File: src/rtl/dbg.sv
// Debug-space package: segmented 14-bit address, bridge command encoding,
// response codes and the host-bridge FSM state type.
package dbg;

    typedef enum logic [1:0] {
        SEG_CTL  = 2'd0,
        SEG_ROM  = 2'd1,
        SEG_RAM  = 2'd2,
        SEG_RSVD = 2'd3
    } seg_t;

    // {seg, 12-bit offset}; bursts only ever advance the offset field
    typedef struct packed {
        seg_t        seg;
        logic [11:0] off;
    } addr_t;

    localparam int Cmd_write_bit = 7;
    localparam int Cmd_burst_bit = 6;

    localparam logic [7:0] Rsp_write_ack = 8'hA5;
    localparam logic [7:0] Rsp_timeout   = 8'hEE;

    typedef enum logic [2:0] {
        ST_IDLE = 3'd0,
        ST_ADDR = 3'd1,
        ST_DATA = 3'd2,
        ST_REQ  = 3'd3,
        ST_RESP = 3'd4
    } bridge_state_t;

    function automatic addr_t addr_next(input addr_t a);
        addr_t n;
        n.seg = a.seg;
        n.off = a.off + 12'd1;
        return n;
    endfunction

endpackage

File: src/rtl/dbg_host_bridge_if.sv
// Host byte stream plus debug-bus request signals for dbg_host_bridge.
interface dbg_host_bridge_if;
    import dbg::*;

    // rx/tx: a byte moves on a rising clk edge where valid && ready; the
    // sender holds data and valid stable until that edge.
    logic [7:0] rx_data;
    logic       rx_valid;
    logic       rx_ready;
    logic [7:0] tx_data;
    logic       tx_valid;
    logic       tx_ready;

    logic       dbg_req;
    logic       dbg_we;
    addr_t      dbg_addr;
    logic [7:0] dbg_wdata;
    logic       dbg_ack;
    logic [7:0] dbg_rdata;
    logic       timeout;

    modport master (
        input  rx_data, rx_valid, tx_ready, dbg_ack, dbg_rdata,
        output rx_ready, tx_data, tx_valid, dbg_req, dbg_we, dbg_addr,
               dbg_wdata, timeout
    );

    modport slave (
        output rx_data, rx_valid, tx_ready, dbg_ack, dbg_rdata,
        input  rx_ready, tx_data, tx_valid, dbg_req, dbg_we, dbg_addr,
               dbg_wdata, timeout
    );

endinterface

File: src/rtl/dbg_ack_timer.sv
// Wait counter for an outstanding debug request: tc marks the last cycle
// (the Ack_timeout-th) a request may stay high without an ack.
module dbg_ack_timer #(
    parameter int Ack_timeout = 64
) (
    input  logic clk,
    input  logic rst_n,
    input  logic clr,
    input  logic en,
    output logic tc
);

    localparam int Cnt_w = (Ack_timeout > 2) ? $clog2(Ack_timeout) : 1;

    logic [Cnt_w-1:0] cnt_q;

    always_ff @(posedge clk or negedge rst_n) begin
        if (!rst_n) begin
            cnt_q <= '0;
        end else if (clr) begin
            cnt_q <= '0;
        end else if (en && !tc) begin
            cnt_q <= cnt_q + 1'b1;
        end
    end

    assign tc = en && (cnt_q == Cnt_w'(Ack_timeout - 1));

endmodule

File: src/rtl/dbg_host_bridge.sv
// Host command-byte parser driving single/burst accesses on the debug bus.
// Optional feature: define DBG_BURST_EN to build burst reads.
module dbg_host_bridge
    import dbg::*;
#(
    parameter int Ack_timeout = 64
) (
    input  logic                clk,
    input  logic                rst_n,
    dbg_host_bridge_if.master   bus,
    output bridge_state_t       fsm_state
);

    bridge_state_t state_q, state_d;

    logic       live_q;
    logic       cmd_we_q;
    addr_t      addr_q;
    logic [7:0] wdata_q;
    logic [7:0] tx_data_q;
    logic       timeout_q;
    logic       more_beats;
    logic       rx_fire;
    logic       tc;

`ifdef DBG_BURST_EN
    logic       burst_q;
    logic [7:0] beats_q;
    assign more_beats = (beats_q != 8'd0);
`else
    assign more_beats = 1'b0;
`endif

    // live_q keeps rx_ready low while reset is asserted even though the FSM sits in IDLE
    assign rx_fire = bus.rx_valid && bus.rx_ready;

    assign bus.rx_ready  = live_q && ((state_q == ST_IDLE) || (state_q == ST_ADDR) ||
                                      (state_q == ST_DATA));
    assign bus.tx_valid  = (state_q == ST_RESP);
    assign bus.tx_data   = tx_data_q;
    assign bus.dbg_req   = (state_q == ST_REQ);
    assign bus.dbg_we    = cmd_we_q;
    assign bus.dbg_addr  = addr_q;
    assign bus.dbg_wdata = wdata_q;
    assign bus.timeout   = timeout_q;
    assign fsm_state     = state_q;

    dbg_ack_timer #(
        .Ack_timeout (Ack_timeout)
    ) u_ack_timer (
        .clk   (clk),
        .rst_n (rst_n),
        .clr   (state_q != ST_REQ),
        .en    (state_q == ST_REQ),
        .tc    (tc)
    );

    always_ff @(posedge clk or negedge rst_n) begin
        if (!rst_n) begin
            state_q <= ST_IDLE;
        end else begin
            state_q <= state_d;
        end
    end

    always_comb begin
        state_d = state_q;
        unique case (state_q)
            ST_IDLE: if (rx_fire) state_d = ST_ADDR;
            ST_ADDR: begin
                if (rx_fire) begin
`ifdef DBG_BURST_EN
                    state_d = (cmd_we_q || burst_q) ? ST_DATA : ST_REQ;
`else
                    state_d = cmd_we_q ? ST_DATA : ST_REQ;
`endif
                end
            end
            ST_DATA: if (rx_fire) state_d = ST_REQ;
            // ack takes priority over a simultaneous terminal count
            ST_REQ:  if (bus.dbg_ack || tc) state_d = ST_RESP;
            ST_RESP: if (bus.tx_ready) state_d = more_beats ? ST_REQ : ST_IDLE;
            default: state_d = ST_IDLE;
        endcase
    end

    always_ff @(posedge clk or negedge rst_n) begin
        if (!rst_n) begin
            live_q    <= 1'b0;
            cmd_we_q  <= 1'b0;
            addr_q    <= '0;
            wdata_q   <= 8'd0;
            tx_data_q <= 8'd0;
            timeout_q <= 1'b0;
`ifdef DBG_BURST_EN
            burst_q   <= 1'b0;
            beats_q   <= 8'd0;
`endif
        end else begin
            live_q    <= 1'b1;
            timeout_q <= 1'b0;
            unique case (state_q)
                ST_IDLE: begin
                    if (rx_fire) begin
                        cmd_we_q        <= bus.rx_data[Cmd_write_bit];
                        addr_q.seg      <= seg_t'(bus.rx_data[5:4]);
                        addr_q.off[11:8] <= bus.rx_data[3:0];
`ifdef DBG_BURST_EN
                        // the burst bit is meaningless on writes
                        burst_q         <= !bus.rx_data[Cmd_write_bit] &&
                                           bus.rx_data[Cmd_burst_bit];
                        beats_q         <= 8'd0;
`endif
                    end
                end
                ST_ADDR: begin
                    if (rx_fire) addr_q.off[7:0] <= bus.rx_data;
                end
                ST_DATA: begin
                    if (rx_fire) begin
                        if (cmd_we_q) wdata_q <= bus.rx_data;
`ifdef DBG_BURST_EN
                        else beats_q <= bus.rx_data;
`endif
                    end
                end
                ST_REQ: begin
                    if (bus.dbg_ack) begin
                        tx_data_q <= cmd_we_q ? Rsp_write_ack : bus.dbg_rdata;
                    end else if (tc) begin
                        tx_data_q <= Rsp_timeout;
                        timeout_q <= 1'b1;
`ifdef DBG_BURST_EN
                        beats_q   <= 8'd0;
`endif
                    end
                end
`ifdef DBG_BURST_EN
                ST_RESP: begin
                    if (bus.tx_ready && more_beats) begin
                        beats_q <= beats_q - 8'd1;
                        addr_q  <= addr_next(addr_q);
                    end
                end
`endif
                default: ;
            endcase
        end
    end

endmodule

File: src/flat_wrapper.sv
// flat-port wrapper written by rule: the top's interface ports become plain ports
module dbg_host_bridge_flat import dbg::*;
#(
    parameter int Ack_timeout = 64
)
  (clk, rst_n, fsm_state, bus_rx_data, bus_rx_valid, bus_tx_ready, bus_dbg_ack, bus_dbg_rdata, bus_rx_ready, bus_tx_data, bus_tx_valid, bus_dbg_req, bus_dbg_we, bus_dbg_addr, bus_dbg_wdata, bus_timeout);
  dbg_host_bridge_if bus_i ();
  input  logic clk;
  input  logic rst_n;
  output bridge_state_t fsm_state;
  input wire logic [$bits(bus_i.rx_data)-1:0] bus_rx_data;
  input wire logic [$bits(bus_i.rx_valid)-1:0] bus_rx_valid;
  input wire logic [$bits(bus_i.tx_ready)-1:0] bus_tx_ready;
  input wire logic [$bits(bus_i.dbg_ack)-1:0] bus_dbg_ack;
  input wire logic [$bits(bus_i.dbg_rdata)-1:0] bus_dbg_rdata;
  output wire logic [$bits(bus_i.rx_ready)-1:0] bus_rx_ready;
  output wire logic [$bits(bus_i.tx_data)-1:0] bus_tx_data;
  output wire logic [$bits(bus_i.tx_valid)-1:0] bus_tx_valid;
  output wire logic [$bits(bus_i.dbg_req)-1:0] bus_dbg_req;
  output wire logic [$bits(bus_i.dbg_we)-1:0] bus_dbg_we;
  output wire logic [$bits(bus_i.dbg_addr)-1:0] bus_dbg_addr;
  output wire logic [$bits(bus_i.dbg_wdata)-1:0] bus_dbg_wdata;
  output wire logic [$bits(bus_i.timeout)-1:0] bus_timeout;
  assign bus_i.rx_data = bus_rx_data;
  assign bus_i.rx_valid = bus_rx_valid;
  assign bus_i.tx_ready = bus_tx_ready;
  assign bus_i.dbg_ack = bus_dbg_ack;
  assign bus_i.dbg_rdata = bus_dbg_rdata;
  assign bus_rx_ready = bus_i.rx_ready;
  assign bus_tx_data = bus_i.tx_data;
  assign bus_tx_valid = bus_i.tx_valid;
  assign bus_dbg_req = bus_i.dbg_req;
  assign bus_dbg_we = bus_i.dbg_we;
  assign bus_dbg_addr = bus_i.dbg_addr;
  assign bus_dbg_wdata = bus_i.dbg_wdata;
  assign bus_timeout = bus_i.timeout;
  dbg_host_bridge #(.Ack_timeout(Ack_timeout)) u_core (.clk(clk), .rst_n(rst_n), .bus(bus_i), .fsm_state(fsm_state));
endmodule
File: config.mk
export PLATFORM = sky130hd
export DESIGN_NAME = dbg_host_bridge_flat
export DESIGN_NICKNAME = d
export VERILOG_FILES = /design/src/rtl/dbg.sv /design/src/rtl/dbg_host_bridge_if.sv /design/src/rtl/dbg_ack_timer.sv /design/src/rtl/dbg_host_bridge.sv /design/src/flat_wrapper.sv
export SDC_FILE = /design/constraint.sdc
export NUM_CORES = 1
export LEC_CHECK = 0
export BUFFER_PORTS_ARGS = -buffer_cell sky130_fd_sc_hd__buf_4
export CORE_ASPECT_RATIO = 0.7
export CORE_MARGIN = 4
export CORE_UTILIZATION = 56
export CTS_BUF_LIST = sky130_fd_sc_hd__clkbuf_8
export CTS_CLUSTER_SIZE = 16
export DETAILED_ROUTE_END_ITERATION = 10
export GPL_TIMING_DRIVEN = 0
export PLACE_DENSITY = 0.87
export SKIP_LAST_GASP = 1
export SLEW_MARGIN = 20
export SYNTH_ARGS = -nofsm -noshare
export SYNTH_HDL_FRONTEND = slang
export SYNTH_SLANG_ARGS = --single-unit
File: constraint.sdc
create_clock -name clk -period 3.1 [get_ports clk]
set_input_delay 0.155 -clock clk [delete_from_list [all_inputs] [get_ports clk]]
set_output_delay 0.155 -clock clk [all_outputs]
set_load 0.1 [all_outputs]
==> out/metrics.cfg <==
[worst_setup_path]
end_kind=primary output
critPathBufInv=4
path_depth=5
cp_common_cell=buf_2
timing.rr.start=u_core.u_ack_timer.cnt_q[0]
arrival_ns=1.83
worstSetupStartpoint=u_core.fsm_state[1]
start_kind=flop
crit_chain=buf_2 -> nand3b_1 -> inv_1 -> buf_2 -> buf_4
crit_path_top_delay_cell=dfrtp_1
r2r_cells=4
crit_type=reg -> out
cp_max_fo=10
worstPathRequired_ns=2.94
crit_family=buffers and inverters
cp_slowest_stage_delay_ns=0.37

[placed_design]
dp_hpwl_mm=3.196
place.gp.congestion=0.8564
port_buffers=58

[synthesis]
synth_xor_area_frac=0
synth_mux_area_frac=0.1541
ys_types=38
synth_compound_area_frac=0.1318
synth_top_family_by_area=multiplexers
ys_seq_area_frac=0.5676
synth-simple-area-share=0.1074
yosysWarnings=0
syn_avg_cell_area_um2=13.13
ys_async_sr_fraction=1.000
synthesis.area_mm2=0.001852
synth-edff-count=0
syn-num-nets=163
synthAdderAreaFrac=0.006757
ys.flop_type=dfrtp_1
synth.ff_latch_count=42
synthCells=141

[sta]
hold_violations=0
worstMarginPinSlew_ns=0.7469
fin_worst_skew_ns=0.007969
final_min_period_over_clock_period=0.6404
rsz0062_at_grt=false
slew_headroom=0.4987
slew_viol_final=0
setup_viol=0
fin_crit_ns=1.985
fin_setup_tns_ns=0
fmax_ghz=0.5037

[grt]
globalRouteTotalUtil=0.2034
antenna_found_initial=0
grt_pass1_wl_mm=6.879
first_global_vias=1431
grt_max_degree=43
gr-total-overflow=0

[final_layout]
nNetsFinal=229
antenna_cells=0
drive_gt1_frac=0.4638
area_delta_synth_final_pct=31.15

[detailed_routing]
wl_mm=4.254
num_vias=1396
drt_iter0_drc=76
drc=0
wl_per_cell_um=17.36
detail-route-antenna-nets=0
firstDrtPassIters=4
post_drt_via_cell_ratio=5.698

[floorplanning]
die-area_mm2=0.004305
initial_core_util=0.5843
num_io_pins=59
dieWidth_um=76.73
die_y_um=56.11
fp.coreArea_mm2=0.003169
std_cell_rows=17

[cts]
clock_sinks=42
cts_root_buf=clkbuf_8
clk_latency_ns=0.28
clk_pin_slew_ns=0.07
cts_resized=0
cts_buffers=5
cts_buffer_depth=2
cts_tree=built
htreeDepth=2

[run_status]
status=completed

[worst_hold_path]
hold_start=bus_dbg_ack
hp-class=in -> reg
hold_path_depth=2

[run]
drv_cap=0

## flip-flops by register name (all words and copies together), names as in the netlist
register                  count
u_core.bus.dbg_addr          14
u_core.bus.timeout            1
u_core.live_q                 1
u_core.bus.dbg_wdata          8
u_core.bus.dbg_we             1
u_core.bus.tx_data            8
u_core.u_ack_timer.cnt_q      6
u_core.fsm_state              3
## cell families (layout without fill, tap and decap cells)
group                    count (synthesis)  in the layout
other                                    1              1
AO/OA/AOI/OAI                           34             34
AND/OR/NAND/NOR                         28             28
adder cells (fa/ha/maj)                  1              1
flip-flops                              42             42
buffers and inverters                   12             78
multiplexers                            23             23
## metrics by stage
step | std cells | instance area (um^2) | hold WS (ns) | worst slack, ns | util
after detailed placement | 237 | 2340 | 0.1621 | 1.248 | 0.7383
after global placement | 237 | 2340 | 0.1533 | 1.250 | 0.7383
after global routing | 245 | 2429 | 0.03854 | 0.9604 | 0.7663
final | 245 | 2429 | 0.04895 | 1.115 | 0.7663
after CTS | 245 | 2429 | 0.04012 | 1.123 | 0.7663
after floorplan | 141 | 1857 | -0.1406 | 0.3761 | -
## cell usage after synthesis, drive strengths merged, types with 2 or more instances
cell	instances	area, um^2
nor3	4	20.02
o22a	3	26.28
o32a	4	40.04
dfrtp	42	1051
buf	4	26.27
nand3	2	10.01
and3	2	12.51
nand2	2	7.510
inv	7	26.28
mux2	23	285.3
o21a	6	45.04
o21ai	6	30.02
a21oi	5	25.02
nor2	3	11.26
nor2b	4	25.02
nor3b	3	22.52
a31oi	3	18.77
## layer usage
metal	up-vias	global-route usage	wire (um)
met3	6	0.07929	241
met4	0	0.06977	51
met5	-	0	0
met1	696	0.2419	1778
li1	644	-	-
met2	50	0.3375	2183
## cell usage in the layout, fill, tap and decap left out, types with 2 or more instances in the layout
master,Yosys,final
nor3b_1,3,2
o22a_1,3,3
buf_4,0,58
nor3_1,4,4
o21ai_0,5,5
mux2_4,7,7
nand3_1,2,2
a31oi_1,3,3
o21a_1,6,6
nor2b_1,4,4
inv_1,7,7
clkinv_2,0,2
a21oi_1,5,5
nand2_1,2,2
clkbuf_8,0,5
buf_2,3,3
nor2_1,3,3
dfrtp_1,42,42
mux2_2,16,16
and3_1,2,2
o32a_1,4,4
## final timing paths
kind | endpoint | slack, ns
worst max-delay path | bus_dbg_req | 1.11
worst min-delay path | u_core.bus.timeout | 0.05
worst max register to register | u_core.bus.tx_data[4] | 1.23
worst min register to register | u_core.bus.dbg_addr[6] | 0.51
max in group asynchronous | u_core.bus.tx_data[1] | 2.34
min in group asynchronous | u_core.bus.dbg_addr[10] | 0.40
## what timing repair did
action | in CTS | in global routing
hold buffers | 1 | 0
endpoints found under the hold margin | 42 | 0
buffers inserted | 0 | 0
## cell type report
| class | count | area, um^2 |
|---|---|---|
| Fill cell | 196 | 740.7 |
| Timing Repair Buffer | 59 | 445.4 |
| Clock buffer | 5 | 68.82 |
| Tap cell | 38 | 47.55 |
| Clock inverter | 2 | 10.01 |
| Buffer | 5 | 30.03 |
| Multi-Input combinational cell | 87 | 749.5 |
| Sequential cell | 42 | 1051 |
| Inverter | 7 | 26.28 |
Power is left out: the tool's default activity adds up to more than one toggle a clock period on the data nets, which glitch-free logic cannot reach.
